File: config.mk
export PLATFORM = sky130hd
export DESIGN_NAME = mac_unit_packed_pe
export DESIGN_NICKNAME = d
export VERILOG_FILES = /design/src/rtl/mac_unit_packed_pe.sv
export SDC_FILE = /design/constraint.sdc
export NUM_CORES = 1
export LEC_CHECK = 0
export ABC_CLOCK_PERIOD_IN_PS = 8200
export BUFFER_PORTS_ARGS = -buffer_cell sky130_fd_sc_hd__buf_2
export CAP_MARGIN = 20
export CORE_MARGIN = 4
export CORE_UTILIZATION = 45
export DETAILED_ROUTE_END_ITERATION = 10
export GPL_TIMING_DRIVEN = 0
export SYNTH_ARGS = -nofsm -noshare
export SYNTH_HDL_FRONTEND = slang
export SYNTH_SLANG_ARGS = --single-unit
File: constraint.sdc
create_clock -name clk -period 8.2 [get_ports clk]
set_clock_uncertainty 0.2 [all_clocks]
set_input_delay 1.23 -clock clk [delete_from_list [all_inputs] [get_ports clk]]
set_output_delay 1.23 -clock clk [all_outputs]
set_load 0.005 [all_outputs]
File: src/rtl/mac_unit_packed_pe.sv
// mac_unit_packed_pe: packed-weight MAC cell with shadow/active weights and systolic forwarding; `define MAC_PSUM_SAT_EN for saturating psums.
module mac_unit_packed_pe #(
    parameter int ACT_WIDTH    = 7,
    parameter int WEIGHT_WIDTH = 7,
    parameter int LANES        = 2,
    parameter int LANE_SHIFT   = 17,
    parameter int PSUM_WIDTH   = 24
) (
    input  logic                          clk,
    input  logic                          rst,
    input  logic                          w_load_valid_i,
    input  logic [8*LANES-1:0]            w_load_data_i,
    output logic                          w_load_valid_o,
    output logic [8*LANES-1:0]            w_load_data_o,
    input  logic                          w_swap_i,
    input  logic                          act_valid_i,
    input  logic [ACT_WIDTH-1:0]          act_i,
    output logic                          act_valid_o,
    output logic [ACT_WIDTH-1:0]          act_o,
    input  logic [PSUM_WIDTH*LANES-1:0]   psum_i,
    output logic                          psum_valid_o,
    output logic [PSUM_WIDTH*LANES-1:0]   psum_o,
    output logic                          shadow_valid_o,
    output logic                          psum_ovf_o
);
    localparam int WW = WEIGHT_WIDTH;
    localparam int PS = PSUM_WIDTH;
    localparam int OW = LANE_SHIFT + WEIGHT_WIDTH + 1;
    localparam int PW = ACT_WIDTH + OW;
    if (LANES != 1 && LANES != 2) begin : g_bad_lanes
        $error("LANES must be 1 or 2");
    end
    if (LANE_SHIFT < ACT_WIDTH + WEIGHT_WIDTH) begin : g_bad_shift
        $error("LANE_SHIFT must be >= ACT_WIDTH+WEIGHT_WIDTH");
    end
    logic [WW*LANES-1:0]     shadow;
    logic                    shadow_valid, active_valid, v1, v2;
    logic signed [OW-1:0]    shadow_op, active_op;
    logic signed [PW-1:0]    prod, p1;
    logic [PS*LANES-1:0]     psum1, psum2, lane_val, lane2, sum_next;
    assign shadow_valid_o = shadow_valid;
    assign prod = PW'(active_valid ? active_op : OW'(0)) * PW'($signed(act_i));
    if (LANES == 2) begin : g_pack
        assign shadow_op = OW'($signed(shadow[WW-1:0])) + (OW'($signed(shadow[2*WW-1:WW])) <<< LANE_SHIFT);
        // lane 0's sign borrowed one from lane 1; the carry-in restores it
        assign lane_val[PS-1:0] = PS'($signed(p1[LANE_SHIFT-1:0]));
        assign lane_val[2*PS-1:PS] = PS'($signed(p1[PW-1:LANE_SHIFT])) + PS'($signed({1'b0, p1[LANE_SHIFT-1]}));
    end else begin : g_single
        assign shadow_op = OW'($signed(shadow[WW-1:0]));
        assign lane_val = PS'(p1);
    end
`ifdef MAC_PSUM_SAT_EN
    logic [LANES-1:0] sat;
`endif
    for (genvar k = 0; k < LANES; k++) begin : g_acc
`ifdef MAC_PSUM_SAT_EN
        logic [PS:0] wide;
        assign wide = {psum2[k*PS+PS-1], psum2[k*PS+:PS]} + {lane2[k*PS+PS-1], lane2[k*PS+:PS]};
        assign sat[k] = wide[PS] ^ wide[PS-1];
        assign sum_next[k*PS+:PS] = sat[k] ? {wide[PS], {(PS-1){~wide[PS]}}} : wide[PS-1:0];
`else
        assign sum_next[k*PS+:PS] = psum2[k*PS+:PS] + lane2[k*PS+:PS];
`endif
    end
    always_ff @(posedge clk) begin
        if (rst) begin
            w_load_valid_o <= 1'b0;
            w_load_data_o  <= '0;
            act_valid_o    <= 1'b0;
            act_o          <= '0;
            shadow         <= '0;
            shadow_valid   <= 1'b0;
            active_valid   <= 1'b0;
            active_op      <= '0;
            v1             <= 1'b0;
            v2             <= 1'b0;
            psum_valid_o   <= 1'b0;
            p1             <= '0;
            psum1          <= '0;
            psum2          <= '0;
            lane2          <= '0;
            psum_o         <= '0;
        end else begin
            w_load_valid_o <= w_load_valid_i;
            act_valid_o    <= act_valid_i;
            v1             <= act_valid_i;
            v2             <= v1;
            psum_valid_o   <= v2;
            shadow_valid   <= w_load_valid_i | (shadow_valid & ~w_swap_i);
            if (w_load_valid_i) begin
                w_load_data_o <= w_load_data_i;
                for (int i = 0; i < LANES; i++) shadow[i*WW+:WW] <= w_load_data_i[i*8+:WW];
            end
            if (w_swap_i && shadow_valid) begin
                active_op    <= shadow_op;
                active_valid <= 1'b1;
            end
            if (act_valid_i) begin
                act_o <= act_i;
                p1    <= prod;
                psum1 <= psum_i;
            end
            if (v1) begin
                lane2 <= lane_val;
                psum2 <= psum1;
            end
            if (v2) psum_o <= sum_next;
        end
    end
`ifdef MAC_PSUM_SAT_EN
    always_ff @(posedge clk) psum_ovf_o <= rst ? 1'b0 : (psum_ovf_o | (v2 & |sat));
`else
    assign psum_ovf_o = 1'b0;
`endif
endmodule

==> metrics.yaml, run 1 <==
clocking:
  cts-htree-levels: 1
  tritoncts: "built"
  clockRootBuffer: "sky130_fd_sc_hd__clkbuf_16"
  postCtsSetupBuffers: 0
  cts_sinks: 253
  cts_buffer_depth: 3
  cts_resized: 0
  tritoncts.num_buffers: 29
  cts_hold_repair.buffers: 0
  worst_skew_pair.late_latency_ps: 590
  clk_pin_slew_ps: 60
floorplan:
  die_h_um: 201
  fp-row-count: 70
  die_width_um: 201
  core_area_mm2: 0.0367
  starting_utilization_of_the_core_area_pct: 45.6
  ioPinCount: 152
  die_area_mm2: 0.0404
final_layout:
  area_of_the_multi_input_gates_mm2: 0.0106
  finalNetCount: 2367
  layout-area-overhead-vs-synth_pct: 14.0
  antennaDiodeCount: 0
  final-seq-area_mm2: 0.00506
  layout-drive-gt1-share_pct: 10.4
  number_of_fill_cells_in_the_layout: 3515
sta:
  finalMaxSlewViolations: 0
  rsz0062_at_grt: "no"
  final-hold-violation-count: 0
  setup_ws_ps: 1680
  worstMarginPinSlew_ps: 1030
  max-slew-margin-rel_pct: 31.5
  timing.final.setup_violations: 0
  finalSetupTns_ps: 0
  fin_crit_ps: 6520
  finalCritPeriodShare_pct: 79.6
  achievable-frequency_mhz: 153
placement:
  numPortBuffers: 148
  globalplace.congestion: 0.903
  place_hpwl_um: 36000
  placement.setup.worst_slack_ps: 1050
pwr:
  power_density_mw_per_mm2: 159
  leakagePower_uw: 0.00917
  ir_worst_vdd_mv: 0.176
synthesis:
  post_synth_instance_area_mm2: 0.0167
  post_synth_and_or_nand_nor_area_fraction_pct: 15.9
  netlist_top_cells_area: "sky130_fd_sc_hd__dfxtp_1 30%, sky130_fd_sc_hd__fa_1 13%, sky130_fd_sc_hd__mux2i_1 10%, sky130_fd_sc_hd__ha_1 8.7%, sky130_fd_sc_hd__nor2_1 5.7%"
  synth.avg_cell_area_um2: 8.86
  synth_ff_type: "sky130_fd_sc_hd__dfxtp_1"
  library_cells_used_by_synthesis: 67
  synth_compound_area_share_pct: 12.3
  postSynthNetCount: 2187
  synth-seq-area-share_pct: 30.2
  synth_top_family_by_area: "adder cells"
  synth.largest_area_cell: "sky130_fd_sc_hd__dfxtp_1"
  yosys.area_share.xor_xnor_pct: 3.09
  post-synth-top-area-fraction_pct: 30.2
  ys_warn_count: 0
  yosys-mux-area-fraction_pct: 10.4
  synth_edf_count: 0
  syn-instance-count: 1889
  number_of_synthesized_register_bits: 253
  post_synth_fa_ha_maj_area_fraction_pct: 21.3
  postSynth.asyncResetShare_pct: 0
global_routing:
  grt_first_pass_wirelength_um: 73400
  vias_in_the_first_global_route: 13400
  pin_count_of_the_biggest_net_entering_global_routing: 16
  overflow: 0
  antenna_found_initial: 0
  grt_resource_usage_total_pct: 22.2
min_path:
  hold_class: "flip-flop to flip-flop"
  whs_path_depth: 2
critical_path:
  worst-endpoint-required_ps: 8470
  endpoint_kind: "flip-flop"
  worst-path-max-fanout: 10
  timing.setup.critical_path_class: "input pin to flip-flop"
  start_kind: "input pin"
  reg2regPathDepth: 18
  critPathArrivalTime_ps: 6790
route:
  drt-met1-wl_um: 21100
  firstDrtPassIters: 5
  antenna_violating_nets_post_route: 0
  detailroute.wirelength.met3_um: 1830
  drt_wl_total_um: 45400
  drt-wirelength-per-cell_um: 17.7
  routed-via-count: 13500
  drt-vias-per-instance: 5.26
  top_layer_used: "met4"
  initialDrtViolationCount: 650
  remaining_drc_errors: 0
  met2_length_um: 20700
run:
  drv_cap: 0
status:
  outcome: "complete, no violations"
[worst paths after layout]
path,from,endpoint,slack [ps]
worst min-delay path,psum_o[4]$_SDFFE_PP0P_,psum_o[4]$_SDFFE_PP0P_,270
worst min register to register,psum_o[4]$_SDFFE_PP0P_,psum_o[4]$_SDFFE_PP0P_,270
worst max register to register,active_valid$_SDFFE_PP0P_,p1[30]$_SDFFE_PP0P_,2040
worst max-delay path,act_i[1],p1[30]$_SDFFE_PP0P_,1680
[synthesized netlist by cell type, types with 20 or more instances]
library cell	number
sky130_fd_sc_hd__fa_1	105
sky130_fd_sc_hd__nor3_1	29
sky130_fd_sc_hd__a21o_1	36
sky130_fd_sc_hd__a211oi_1	22
sky130_fd_sc_hd__and3_1	74
sky130_fd_sc_hd__mux2i_1	173
sky130_fd_sc_hd__o21ai_0	41
sky130_fd_sc_hd__a21oi_1	97
sky130_fd_sc_hd__clkbuf_1	72
sky130_fd_sc_hd__o21a_1	20
sky130_fd_sc_hd__dfxtp_1	253
sky130_fd_sc_hd__xnor2_1	44
sky130_fd_sc_hd__nand2_1	104
sky130_fd_sc_hd__nor2_1	253
sky130_fd_sc_hd__inv_1	194
sky130_fd_sc_hd__ha_1	117
sky130_fd_sc_hd__nand3_1	45
[state kept, by name, summed over array words and instances (netlist names), 7 cells and up]
name / count
w_load_data_o: 16
p1: 32
psum1: 48
lane2: 33
psum_o: 48
act_o: 7
psum2: 48
active_op: 15
[report_power, final]
part	leakage, µW	internal (µW)	total [µW]	switching [µW]
registers	0.00207	1280	1320	41.3
logic	0.00660	150	375	225
clock network	0.000497	814	1350	531
total	0.00917	2240	3040	798
[worst max-delay path: stages]
cell                        delay (ps)
sky130_fd_sc_hd__buf_2             170
sky130_fd_sc_hd__clkbuf_1          550
sky130_fd_sc_hd__nand2_1           250
sky130_fd_sc_hd__fa_1              580
sky130_fd_sc_hd__inv_1              50
sky130_fd_sc_hd__fa_1              480
sky130_fd_sc_hd__fa_1              550
sky130_fd_sc_hd__inv_1              50
sky130_fd_sc_hd__fa_1              520
sky130_fd_sc_hd__inv_1              50
sky130_fd_sc_hd__ha_1              380
sky130_fd_sc_hd__nand3_1           120
sky130_fd_sc_hd__o2111ai_1         330
sky130_fd_sc_hd__nand2_1           100
sky130_fd_sc_hd__o31ai_1           470
sky130_fd_sc_hd__a41oi_1           350
sky130_fd_sc_hd__o21ai_0           300
sky130_fd_sc_hd__xnor2_1           160
sky130_fd_sc_hd__o21ai_0            90
[stage by stage]
stage	hold WS (ps)	util [%]	instances	total power [µW]	instance area, µm²
3_3_place_gp	255	49.2	2505	1720	18100
5_1_grt	278	52.0	2559	3170	19100
4_1_cts	267	52.0	2559	3080	19100
3_5_place_dp	259	49.3	2506	1720	18100
2_1_floorplan	241	-	1889	1590	16700
6_report	268	52.0	2559	3040	19100
[cell families (layout without fill, tap and decap cells)]
kind of cell    after synthesis  in the layout
flops                       253            253
simple gates                578            578
compound gates              310            310
other cells                   1              1
buf+inv                     292            494
mux                         174            174
xor+xnor                     59             59
fa+ha+maj                   222            222
[placed cells by master (no fill, tap or decap), types with 41 or more instances in the layout]
cell type | synthesis | routed
sky130_fd_sc_hd__buf_2 | 0 | 148
sky130_fd_sc_hd__nand2_1 | 104 | 104
sky130_fd_sc_hd__ha_1 | 117 | 117
sky130_fd_sc_hd__clkbuf_1 | 72 | 77
sky130_fd_sc_hd__a21oi_1 | 97 | 97
sky130_fd_sc_hd__nor2_1 | 253 | 253
sky130_fd_sc_hd__nand3_1 | 45 | 45
sky130_fd_sc_hd__o21ai_0 | 41 | 41
sky130_fd_sc_hd__xnor2_1 | 44 | 44
sky130_fd_sc_hd__mux2i_1 | 173 | 173
sky130_fd_sc_hd__dfxtp_1 | 253 | 253
sky130_fd_sc_hd__inv_1 | 194 | 194
sky130_fd_sc_hd__and3_1 | 74 | 74
sky130_fd_sc_hd__fa_1 | 105 | 105
[area by class of cell]
class	count	area share, %
clock inverters	8	0.603
multi-input cells	1344	55.3
plain buffers	97	2.06
repair buffers	149	3.94
flip-flops and latches	253	26.5
clock buffers	45	4.69
well taps	468	3.07
inverters	195	3.83
[layer usage]
metal  track usage, %  vias up
met4             7.45        0
met3             3.12       86
li1                 -     6783
met1             29.9     6313
met5                0        -
met2             36.9      275
Power figures use the tool's default switching activity.
==> inputs of run 2 (changes only) <==
ABC_AREA = 1   (was not set)
ABC_CLOCK_PERIOD_IN_PS = 6420   (was 8200)
clock period = 6.42 ns   (was 8.2 ns; I/O delays follow)
==> metrics.yaml, run 2 <==
synthesis:
  number_of_synthesized_register_bits: 253
  synth_top_family_by_area: "simple AND/OR/NAND/NOR gates"
  synth_edf_count: 0
  synth.largest_area_cell: "sky130_fd_sc_hd__dfxtp_1"
  yosys.cell_count.top_type: "sky130_fd_sc_hd__nor2_1"
  yosys-mux-area-fraction_pct: 0
  synth.avg_cell_area_um2: 6.68
  yosys.area_share.xor_xnor_pct: 2.23
  postSynthNetCount: 3069
  synth_compound_area_share_pct: 10.1
  synth_ff_type: "sky130_fd_sc_hd__dfxtp_1"
  netlist_top_cells_area: "sky130_fd_sc_hd__dfxtp_1 27%, sky130_fd_sc_hd__nor2_1 12%, sky130_fd_sc_hd__fa_1 11%, sky130_fd_sc_hd__nand2_1 10%, sky130_fd_sc_hd__inv_1 9.9%"
  post_synth_and_or_nand_nor_area_fraction_pct: 28.6
  ys_warn_count: 0
  postSynth.asyncResetShare_pct: 0
  syn-instance-count: 2771
  post-synth-top-area-fraction_pct: 27.4
  synthTopCellsByCount: "591 x sky130_fd_sc_hd__nor2_1, 511 x sky130_fd_sc_hd__nand2_1, 488 x sky130_fd_sc_hd__inv_1, 253 x sky130_fd_sc_hd__dfxtp_1, 220 x sky130_fd_sc_hd__o21ai_0"
  library_cells_used_by_synthesis: 40
  post_synth_fa_ha_maj_area_fraction_pct: 19.3
  synth-seq-area-share_pct: 27.4
  post_synth_instance_area_mm2: 0.0185
final_layout:
  final-seq-area_mm2: 0.00506
  area_of_the_multi_input_gates_mm2: 0.0111
  antennaDiodeCount: 0
  finalNetCount: 3248
  layout.cells.most_common_list: "591 x sky130_fd_sc_hd__nor2_1, 511 x sky130_fd_sc_hd__nand2_1, 488 x sky130_fd_sc_hd__inv_1"
  fin_util_pct: 51.2
  layout-area-overhead-vs-synth_pct: 12.9
  number_of_fill_cells_in_the_layout: 4293
  largest_registers: "psum1 x48, psum2 x48, psum_o x48"
  layout-drive-gt1-share_pct: 8.86
  mostFrequentLayoutCell: "sky130_fd_sc_hd__nor2_1"
min_path:
  hold_class: "flip-flop to flip-flop"
route:
  remaining_drc_errors: 0
  routed-via-count: 17300
  antenna_violating_nets_post_route: 0
  initialDrtViolationCount: 1001
  drt-vias-per-instance: 4.94
  drt-wirelength-per-cell_um: 16.1
  drt_wl_total_um: 56400
  firstDrtPassIters: 5
pwr:
  pwr-share-clk_pct: 40.7
  power_density_mw_per_mm2: 201
  power_report.internal_total_uw: 2950
  power.combinational.fraction_pct: 17.8
  sw_frac_of_total_pct: 29.8
  power.sequential.fraction_pct: 41.5
  ir_worst_vdd_mv: 0.192
  switching_power_uw: 1250
  leakagePower_uw: 0.0114
clocking:
  postCtsSetupBuffers: 0
  clockRootBuffer: "sky130_fd_sc_hd__clkbuf_16"
  cts-htree-levels: 1
  cts_sinks: 253
  worst_skew_pair.late_latency_ps: 560
  cts_buffer_depth: 3
  cts_resized: 0
  tritoncts.num_buffers: 29
  cts_hold_repair.buffers: 0
  clk_pin_slew_ps: 60
  tritoncts: "built"
sta:
  rsz0062_at_grt: "no"
  timing.final.setup_violations: 0
  fin_crit_ps: 5780
  final-hold-violation-count: 0
  worstMarginPinSlew_ps: 874
  max-slew-margin-rel_pct: 41.7
  achievable-frequency_mhz: 173
  finalMaxSlewViolations: 0
  finalCritPeriodShare_pct: 90.0
  finalSetupTns_ps: 0
floorplan:
  die_h_um: 211
  ioPinCount: 152
  die_area_mm2: 0.0444
  fp-row-count: 74
  starting_utilization_of_the_core_area_pct: 45.4
  core_area_mm2: 0.0407
  die_width_um: 211
critical_path:
  critical-path-top-cell-by-count: "sky130_fd_sc_hd__nand2_1"
  timing.setup.critical_path_class: "flip-flop to flip-flop"
  cpMaxStageDelayCell: "sky130_fd_sc_hd__fa_1"
  critPathArrivalTime_ps: 6000
  worst-path-max-fanout: 10
  start_kind: "flip-flop"
  worst-endpoint-required_ps: 6650
  endpoint_kind: "flip-flop"
  worst_path_largest_cell_delay_ps: 550
  worstPathCellList: "buf_2 -> clkbuf_1 -> nand2_1 -> inv_1 -> nand2_1 -> fa_1 -> inv_1 -> fa_1 -> inv_1 -> fa_1 -> fa_1 -> inv_1 -> ha_1 -> nand2_1 -> nor2_1 -> and2_1 -> and2_1 -> nand2_1 -> nand2_1 -> nand2_1 -> nand2_1 -> a21oi_1"
global_routing:
  grt_first_pass_wirelength_um: 90000
  vias_in_the_first_global_route: 17100
  grt_resource_usage_total_pct: 25.1
  overflow: 0
  antenna_found_initial: 0
  pin_count_of_the_biggest_net_entering_global_routing: 14
placement:
  globalplace.congestion: 0.979
  numPortBuffers: 148
  place_hpwl_um: 46100
status:
  outcome: "complete, no violations"
run:
  drv_cap: 0
run 2: cell count changes after synthesis, sizes merged, moves of 21 or more:
cell,before,now
xnor2,44,13
nor2,253,603
inv,194,491
nand3,45,125
nand2,104,518
and3,74,1
mux2i,173,0
a21o,36,7
a211oi,22,1
o21ai,46,227
nand4,9,34
run 2: final timing paths:
| kind | end | depth (start not counted) | slack [ps] | start |
|---|---|---|---|---|
| worst min-delay path | psum2[33]$_SDFFE_PP0P_ | 2 | 270 | psum1[33]$_SDFFE_PP0P_ |
| worst min register to register | psum2[33]$_SDFFE_PP0P_ | 2 | 270 | psum1[33]$_SDFFE_PP0P_ |
| worst max-delay path | p1[31]$_SDFFE_PP0P_ | 22 | 640 | active_valid$_SDFFE_PP0P_ |
| worst max register to register | p1[31]$_SDFFE_PP0P_ | 22 | 640 | active_valid$_SDFFE_PP0P_ |
run 2: cell families (layout without fill, tap and decap cells):
group | Yosys count | after routing
AOI/OAI and AO/OA | 358 | 358
xor gates and xnor gates | 47 | 47
adders and majority gates | 222 | 222
buffers and inverters | 590 | 789
DFF | 253 | 253
other | 1 | 1
and+or+nand+nor | 1300 | 1300
run 2: through the flow:
stage / std cells / total power, µW / hold slack (ps) / area (µm²) / setup WS, ps
floorplan: 2771 / 2260 / 246 / 18500 / 1250
global placement: 3451 / 2510 / 260 / 19900 / 172
detailed placement: 3451 / 2520 / 267 / 19900 / 120
CTS: 3502 / 4230 / 275 / 20900 / 704
global route: 3502 / 4410 / 310 / 20900 / 310
finish: 3502 / 4200 / 271 / 20900 / 644
run 2: routing by layer:
| metal | vias up | track usage [%] | wire length, µm |
|---|---|---|---|
| li1 | 8851 | - | - |
| met1 | 7983 | 33.2 | 25400 |
| met2 | 368 | 43.9 | 26800 |
| met3 | 92 | 2.61 | 2590 |
| met4 | 0 | 6.68 | 1560 |
| met5 | - | 0 | 0 |
run 2: cell type report:
cell class              count  area share, %
well taps                 532           3.19
plain buffers              97           2.07
inverters                 493           8.86
repair buffers            148           3.55
flip-flops and latches    253           24.3
multi-input cells        1928           53.4
clock buffers              37           3.91
clock inverters            14          0.767
run 2: worst max-delay path, delay by kind of cell, from the launching register on:
kind,cells,cell delay (ps)
adders and majority gates,5,2440
buffers and inverters,6,900
DFF,1,300
AOI/OAI and AO/OA,1,50
and+or+nand+nor,10,1730
run 2: power groups by stage:
stage / Sequential (µW) / Combinational (µW) / Clock, µW
4_1_cts: 1740 / 754 / 1730
6_report: 1740 / 749 / 1710
3_3_place_gp: 1770 / 739 / 0
2_1_floorplan: 1750 / 509 / 0
3_5_place_dp: 1780 / 749 / 0
5_1_grt: 1750 / 860 / 1790
